--- src/rtl/change_dispenser_if.sv ---
// Request, hopper handshake and status signals of the change dispenser.
// The dispenser takes the slave side and its environment takes the master side.
interface change_dispenser_if #(
    parameter int AMT_W = 5
);
    logic             req_valid;
    logic             req_ready;
    logic [AMT_W-1:0] change_amt;
    logic [3:0]       hopper_empty;
    logic             coin_valid;
    logic             coin_ready;
    logic [1:0]       coin_sel;
    logic             done;
    logic             short;
    logic [AMT_W-1:0] remaining;

    modport master (
        output req_valid, change_amt, hopper_empty, coin_ready,
        input  req_ready, coin_valid, coin_sel, done, short, remaining
    );

    modport slave (
        input  req_valid, change_amt, hopper_empty, coin_ready,
        output req_ready, coin_valid, coin_sel, done, short, remaining
    );
endinterface

--- src/rtl/change_dispenser.sv ---
// Pays out a rupee amount with Rs10/Rs5/Rs2/Rs1 coins, largest usable coin first.
// Coins go out over a valid/ready handshake, and a one-cycle done or short pulse ends each request.
module change_dispenser #(
    parameter int AMT_W = 5
) (
    input  logic              clk,
    input  logic              rst,
    change_dispenser_if.slave bus
);

    typedef enum logic [2:0] {
        IDLE   = 3'd0,
        SELECT = 3'd1,
        ISSUE  = 3'd2,
        DONE   = 3'd3,
        FAULT  = 3'd4
    } state_t;

    state_t           state_r;
    state_t           state_s;
    logic [1:0]       coin_sel_r;
    logic [1:0]       coin_sel_s;
    logic [AMT_W-1:0] remaining_r;
    logic [AMT_W-1:0] remaining_s;
    logic [2:0]       pick_s;
    logic             coin_valid_r;
    logic             done_r;
    logic             short_r;
    logic             req_ready_r;

    function automatic logic [AMT_W-1:0] coin_value(input logic [1:0] sel);
        case (sel)
            2'b00:   coin_value = AMT_W'(1);
            2'b01:   coin_value = AMT_W'(2);
            2'b10:   coin_value = AMT_W'(5);
            2'b11:   coin_value = AMT_W'(10);
            default: coin_value = AMT_W'(0);
        endcase
    endfunction

    // Returns {found, sel} for the largest non-empty denomination not exceeding amt.
    // Because the chosen value never exceeds amt, the later subtraction cannot underflow.
    function automatic logic [2:0] pick_coin(input logic [AMT_W-1:0] amt,
                                             input logic [3:0]       empty);
        if (!empty[3] && (coin_value(2'b11) <= amt)) begin
            pick_coin = {1'b1, 2'b11};
        end else if (!empty[2] && (coin_value(2'b10) <= amt)) begin
            pick_coin = {1'b1, 2'b10};
        end else if (!empty[1] && (coin_value(2'b01) <= amt)) begin
            pick_coin = {1'b1, 2'b01};
        end else if (!empty[0] && (coin_value(2'b00) <= amt)) begin
            pick_coin = {1'b1, 2'b00};
        end else begin
            pick_coin = 3'b000;
        end
    endfunction

    // Next-state logic, plus the next values of coin_sel and remaining
    always_comb begin
        state_s     = state_r;
        coin_sel_s  = coin_sel_r;
        remaining_s = remaining_r;
        pick_s      = pick_coin(remaining_r, bus.hopper_empty);
        case (state_r)
            IDLE: begin
                if (bus.req_valid) begin
                    state_s     = SELECT;
                    remaining_s = bus.change_amt;
                end else begin
                    state_s = IDLE;
                end
            end
            SELECT: begin
                if (remaining_r == {AMT_W{1'b0}}) begin
                    state_s = DONE;
                end else if (pick_s[2]) begin
                    state_s    = ISSUE;
                    coin_sel_s = pick_s[1:0];
                end else begin
                    state_s = FAULT;
                end
            end
            ISSUE: begin
                if (bus.coin_ready) begin
                    state_s     = SELECT;
                    remaining_s = remaining_r - coin_value(coin_sel_r);
                end else begin
                    state_s = ISSUE;
                end
            end
            DONE:    state_s = IDLE;
            FAULT:   state_s = IDLE;
            default: state_s = IDLE;
        endcase
    end

    // State register; the outputs are decoded from the next state, so each one comes straight from a flop
    always_ff @(posedge clk or negedge rst) begin
        if (!rst) begin
            state_r      <= IDLE;
            coin_sel_r   <= 2'b00;
            remaining_r  <= {AMT_W{1'b0}};
            coin_valid_r <= 1'b0;
            done_r       <= 1'b0;
            short_r      <= 1'b0;
            req_ready_r  <= 1'b1;
        end else begin
            state_r      <= state_s;
            coin_sel_r   <= coin_sel_s;
            remaining_r  <= remaining_s;
            coin_valid_r <= (state_s == ISSUE);
            done_r       <= (state_s == DONE);
            short_r      <= (state_s == FAULT);
            req_ready_r  <= (state_s == IDLE);
        end
    end

    assign bus.req_ready  = req_ready_r;
    assign bus.coin_valid = coin_valid_r;
    assign bus.coin_sel   = coin_sel_r;
    assign bus.done       = done_r;
    assign bus.short      = short_r;
    assign bus.remaining  = remaining_r;

endmodule

--- src/flat_wrapper.sv ---
// flat-port wrapper written by rule: the top's interface ports become plain ports
module change_dispenser_flat 
#(
    parameter int AMT_W = 5
)
  (clk, rst, bus_req_valid, bus_change_amt, bus_hopper_empty, bus_coin_ready, bus_req_ready, bus_coin_valid, bus_coin_sel, bus_done, bus_short, bus_remaining);
  change_dispenser_if #(.AMT_W(AMT_W)) bus_i ();
  input  logic clk;
  input  logic rst;
  input wire logic [$bits(bus_i.req_valid)-1:0] bus_req_valid;
  input wire logic [$bits(bus_i.change_amt)-1:0] bus_change_amt;
  input wire logic [$bits(bus_i.hopper_empty)-1:0] bus_hopper_empty;
  input wire logic [$bits(bus_i.coin_ready)-1:0] bus_coin_ready;
  output wire logic [$bits(bus_i.req_ready)-1:0] bus_req_ready;
  output wire logic [$bits(bus_i.coin_valid)-1:0] bus_coin_valid;
  output wire logic [$bits(bus_i.coin_sel)-1:0] bus_coin_sel;
  output wire logic [$bits(bus_i.done)-1:0] bus_done;
  output wire logic [$bits(bus_i.short)-1:0] bus_short;
  output wire logic [$bits(bus_i.remaining)-1:0] bus_remaining;
  assign bus_i.req_valid = bus_req_valid;
  assign bus_i.change_amt = bus_change_amt;
  assign bus_i.hopper_empty = bus_hopper_empty;
  assign bus_i.coin_ready = bus_coin_ready;
  assign bus_req_ready = bus_i.req_ready;
  assign bus_coin_valid = bus_i.coin_valid;
  assign bus_coin_sel = bus_i.coin_sel;
  assign bus_done = bus_i.done;
  assign bus_short = bus_i.short;
  assign bus_remaining = bus_i.remaining;
  change_dispenser #(.AMT_W(AMT_W)) u_core (.clk(clk), .rst(rst), .bus(bus_i));
endmodule
--- config.mk ---
export PLATFORM = sky130hd
export DESIGN_NAME = change_dispenser_flat
export DESIGN_NICKNAME = d
export VERILOG_FILES = /design/src/rtl/change_dispenser_if.sv /design/src/rtl/change_dispenser.sv /design/src/flat_wrapper.sv
export SDC_FILE = /design/constraint.sdc
export NUM_CORES = 1
export LEC_CHECK = 0
export CAP_MARGIN = 10
export CORE_MARGIN = 5
export CORE_UTILIZATION = 51
export CTS_BUF_LIST = sky130_fd_sc_hd__clkbuf_8
export DETAILED_ROUTE_END_ITERATION = 6
export PLACE_DENSITY_LB_ADDON = 0.12
export SLEW_MARGIN = 0
export SYNTH_ARGS = -nofsm -noshare
export SYNTH_HDL_FRONTEND = slang
export SYNTH_SLANG_ARGS = --single-unit
export TNS_END_PERCENT = 5
--- constraint.sdc ---
create_clock -name clk -period 4 [get_ports clk]
set_clock_uncertainty 0.05 [all_clocks]
set_input_delay 0.8 -clock clk [delete_from_list [all_inputs] [get_ports clk]]
set_output_delay 0.8 -clock clk [all_outputs]
set_load 0.05 [all_outputs]
# Word-level counts from Yosys, hierarchy flattened
# Cells that the tools add are included.
[totals]
elab_cells = 53
output_inout_bits = 11
reg_bits = 14
inputBits = 13
[classes]
mux = 15
eq_ne = 10
n_reduce_logical = 15
n_bitwise = 1
add_sub_neg = 1
order_cmp = 4
[ops]
columns = ["cell", "n"]
rows = [
  ["5-bit 2-to-1 mux", 4],
  ["5-bit one-hot mux with 4 select lines", 1],
  ["3-bit 2-to-1 mux", 6],
  ["5-bit one-hot mux with 2 select lines", 1],
  ["3-bit by 2-bit == test with 1-bit output (second input constant)", 3],
  ["3-bit one-hot mux with 3 select lines", 1],
  ["3-bit zero test", 2],
  ["3-bit AND reduction", 2],
  ["1-bit by 5-bit less-or-equal comparator with 1-bit output (first input constant)", 1],
  ["2-bit by 5-bit less-or-equal comparator with 1-bit output (first input constant)", 1],
  ["3-bit by 5-bit less-or-equal comparator with 1-bit output (first input constant)", 1],
  ["4-bit by 5-bit less-or-equal comparator with 1-bit output (first input constant)", 1],
  ["5-bit zero test", 1],
  ["5-bit subtractor", 1],
  ["2-bit == test (second input constant)", 2],
  ["1-bit logical AND", 4],
  ["1-bit zero test", 4],
  ["2-bit != test (second input constant)", 2],
  ["3-bit by 1-bit == test with 1-bit output (second input constant)", 1],
  ["3-bit == test (second input constant)", 1],
  ["2-bit by 1-bit == test with 1-bit output (second input constant)", 1],
  ["2-bit zero test", 1],
  ["2-bit 2-to-1 mux", 1],
  ["2-bit nonzero test", 1],
  ["other kinds (2)", 2],
]

# Depth between registers and ports, before layout
[depth]
ltp_word = 10
depth_mapped = 8
depth_no_buf = 8

# Least setup slack after synthesis
# No wires, ideal clock.
[synth_path]
path_type = "reg-to-reg"
start = "reg u_core.coin_sel_r[0], in the netlist u_core.bus.coin_sel[0]"
end = "reg u_core.remaining_r[4], in the netlist u_core.bus.remaining[4]"
slack_ns = 1.961
synth_period_minus_slack_ns = 2.039
t_required_ns = 3.819
arrival_ns = 1.857
path_buffers = 0
stages_incl_launch_ff = 9
setup_time_ns = 0.131
path_cell_list = "dfrtp_1 > inv_1 > ha_1 > fa_1 > nor2b_1 > o21ai_0 > nand2b_1 > a21oi_2 > a2bb2oi_1"
[synth_between]
elab_chain_len = 7
word_cells_on_any_way = 10
cone_classes = "add/sub (1); eq/ne (3); mux (5); reduce/logical (1)"
[synth_lines]
columns = ["item", "line", "source"]
rows = [
  ["start: declaration", "change_dispenser.sv:21", "logic [1:0] coin_sel_r;"],
  ["start signal: assignment", "change_dispenser.sv:109", "coin_sel_r <= coin_sel_s;"],
  ["2-bit == test, or another cell as far along", "change_dispenser.sv:32", "case (sel)"],
  ["5-bit one-hot mux with 4 select lines (*)", "change_dispenser.sv:32", ""],
  ["5-bit 2-to-1 mux (*)", "change_dispenser.sv:84", "if (bus.coin_ready) begin"],
  ["5-bit 2-to-1 mux (*)", "change_dispenser.sv:64", "case (state_r)"],
  ["5-bit subtractor (*)", "change_dispenser.sv:86", "remaining_s = remaining_r - coin_value(coin_sel_r);"],
  ["5-bit 2-to-1 mux (*)", "change_dispenser.sv:84", ""],
  ["5-bit one-hot mux with 2 select lines (*)", "change_dispenser.sv:64", ""],
  ["end signal: assignment", "change_dispenser.sv:102", "remaining_r <= {AMT_W{1'b0}};"],
  ["end signal: assignment", "change_dispenser.sv:110", "remaining_r <= remaining_s;"],
  ["end: declaration", "change_dispenser.sv:23", "logic [AMT_W-1:0] remaining_r;"],
]
# Mark *: on every way between the ends. The rest lies on a longest branch, timed or not. The select of a mux whose other input is x is not followed.
# A chain may end at the register's enable or synchronous reset.

# Final worst setup path
[layout_path]
start = "reg u_core.req_ready_r, in the netlist u_core.bus.req_ready"
end = "out bus_req_ready"
[layout_rtl]
columns = ["item", "line", "source"]
rows = [
  ["start: declaration", "change_dispenser.sv:29", "logic req_ready_r;"],
  ["start signal: assignment", "change_dispenser.sv:114", "req_ready_r <= (state_s == IDLE);"],
  ["end: declaration", "flat_wrapper.sv:14", "output wire logic [$bits(bus_i.req_ready)-1:0] bus_req_ready;"],
]
# No word-level cell between the ends.

==> reports/qor.txt <==
Status: finished, final reports clean
CTS tree: built
Mapped Cells: 87
Sequential area share after synthesis: 43.4%
Crit path required time: 3150 ps
Cell family with the largest share of critical-path delay: buffers and inverters
Fin. max-slew vios: 0
Share of layout cells above drive strength 1: 8.93%
Leak pwr: 0.506 nW
IO Pins: 24
Crit path kind: register to output port
Post-synth top area cell: dfrtp_1
GRT Total Usage: 18.7%
Highest clock rate: 416 MHz
Core ar.: 1510 µm²
CTS clk-pin slew, worst paths: 60 ps
Setup TNS: 0 ps
Power per cell area: 898 nW/µm²
VDD IR max: 504 µV
First-pass GRT wire length: 3510 µm
Antenna violations before repair: 0
HPWL Detailed: 1470 µm
Vias: 713
Port buffer count: 23
Minimum clock period: 2410 ps
Syn Nets: 105
WL final: 1840 µm
Final #Nets: 131
Rel. slew slack: 60.1%
Core Util, Final: 73.3%
Initial cell density of the core: 53.7%
Netlist Area Pre-Place: 810 µm²
Worst Tran Pin Value: 597 ps
# DRC: 0
Critical-path cell list: clkdlybuf4s50_1
Fin worst setup slack: 1590 ps
Vias in the first global route: 754
Crit end category: output port
Max incr delay on CP: 790 ps
Hold buffer count at CTS: 0
MaxCap Viol Count: 0
Most frequent cells in the layout: clkdlybuf4s50_1, dfrtp_1, nand2_1, nor2_1, inv_1
Seq cells post-synth: 14
Worst path slowest cell: clkdlybuf4s50_1
CTS H-Tree Depth: 1
Area Growth Syn to Fin: 36.3%
Final antenna-violating net count: 0
Clock Path Buffers: 2
Critical Path Source Type: register
Root Buffer: clkbuf_8
Setup Viol. Count Final: 0
Fin. Hold Viols: 0
Die height: 49.8 µm
Most common cell after layout, fill and taps aside: clkdlybuf4s50_1
Top cell type's share of synthesized area: 40.2%
Pre-CTS setup slack: 1790 ps
Post-CTS resize count: 0
Tcrit/Tclk final: 60.2%
Synth cell types: 31
Ranking of synthesized cells by area: dfrtp_1, ha_1, a21oi_1
Setup Buffers After CTS: 0
Final GP Congestion: 0.789
TritonRoute pass-1 iters: 4
Total clock buffers created by CTS: 3
Max Fanout on Critical Path: 1
Largest net degree at the start of global routing: 15
Antenna cells: 0
WL per Instance: 14.4 µm
CP Buf/Inv Count: 1
Hold Path Class: register to register
Critical path origin: u_core.bus.req_ready$_DFF_PN1_
Vias/cell: 5.57
Unrepaired setup endpoints after global routing: false
Placed cells: 124
DR iter-0 viols: 10
Ys Warns: 0
Row Count: 14
FF-to-FF setup slack: 2030 ps
Worst skew pair latency: 250 ps
Clock sink total: 14
GRT overflow: 0
Post-route insts no fill: 128
Hold path start: u_core.state_r[0]$_DFF_PN0_
Total die area: 2480 µm²
Fin Hold WS: 512 ps
Crit path DAT: 1560 ps
Worst r2r src: u_core.bus.coin_sel[0]$_DFFE_PN0P_
Mean area per synthesized cell: 9.30 µm²
Die Span X: 49.8 µm
==> path summary, 6_finish.rpt <==
path,end,cells after the start
setup / recovery,bus_req_ready,1
hold / removal,u_core.bus.req_ready$_DFF_PN1_,1
setup reg to reg,u_core.bus.remaining[4]$_DFFE_PN0P_,8
hold reg to reg,u_core.bus.req_ready$_DFF_PN1_,1
max in group asynchronous,u_core.bus.remaining[2]$_DFFE_PN0P_,1
min in group asynchronous,u_core.bus.remaining[4]$_DFFE_PN0P_,1
==> metrics by stage <==
| step | power, mW | area, µm² |
|---|---|---|
| final | 0.991 | 1100 |
| after global routing | 1.08 | 1100 |
| after CTS | 1.00 | 1100 |
| after floorplan | 0.685 | 810 |
| after detailed placement | 0.856 | 1050 |
| after global placement | 0.840 | 1050 |
==> report_power, final <==
part           switching, mW  internal, mW  total, mW  leakage [nW]
logic                  0.360         0.222      0.582         0.308
clock network         0.0522        0.0873      0.139        0.0288
registers             0.0700         0.200      0.270         0.169
==> cells in the mapped netlist <==
master	n
o211ai_1	1
nand2_1	9
ha_1	4
a31oi_1	1
o21a_1	1
xor2_1	1
nand2b_1	1
and2_1	1
nor3_1	3
nor2b_1	2
o21ai_0	6
buf_4	1
and3_4	1
a2bb2oi_1	1
a211oi_1	2
nor3_4	1
nor3b_2	1
fa_1	1
clkbuf_1	1
mux2i_1	2
dfstp_2	1
o32ai_1	1
a21oi_2	1
o2bb2ai_1	1
inv_2	1
dfrtp_1	13
nor2_1	9
a21o_1	3
o31ai_1	1
a21oi_1	7
inv_1	8
==> sequential cells by signal (all words and copies together), names as in the netlist <==
name / flops
u_core.bus.done: 1
u_core.bus.req_ready: 1
u_core.bus.coin_sel: 2
u_core.bus.short: 1
u_core.bus.coin_valid: 1
u_core.bus.remaining: 5
u_core.state_r: 3
==> area by class of cell <==
class,count,area [µm²]
Clock buffer,4,55.1
Fill cell,130,403
Inverter,9,33.8
Multi-Input combinational cell,62,413
Sequential cell,14,352
Tap cell,16,20.0
Timing Repair Buffer,23,230
==> layer usage <==
layer	up-vias	track usage, %	part of all wire, %
met5	-	0	0
met4	0	7.86	1.9
met3	5	7.53	7.4
met2	17	29.9	49
met1	341	21.9	41
li1	350	-	-
==> logic make-up after synthesis <==
family,Yosys count,share of synthesized area (%)
AOI/OAI and AO/OA,26,20.6
xor gates and xnor gates,1,1.08
adders and majority gates,5,8.66
buffers and inverters,11,5.56
DFF,14,43.4
muxes,2,2.47
and+or+nand+nor,28,18.2
(Power assumes the default switching activity.)
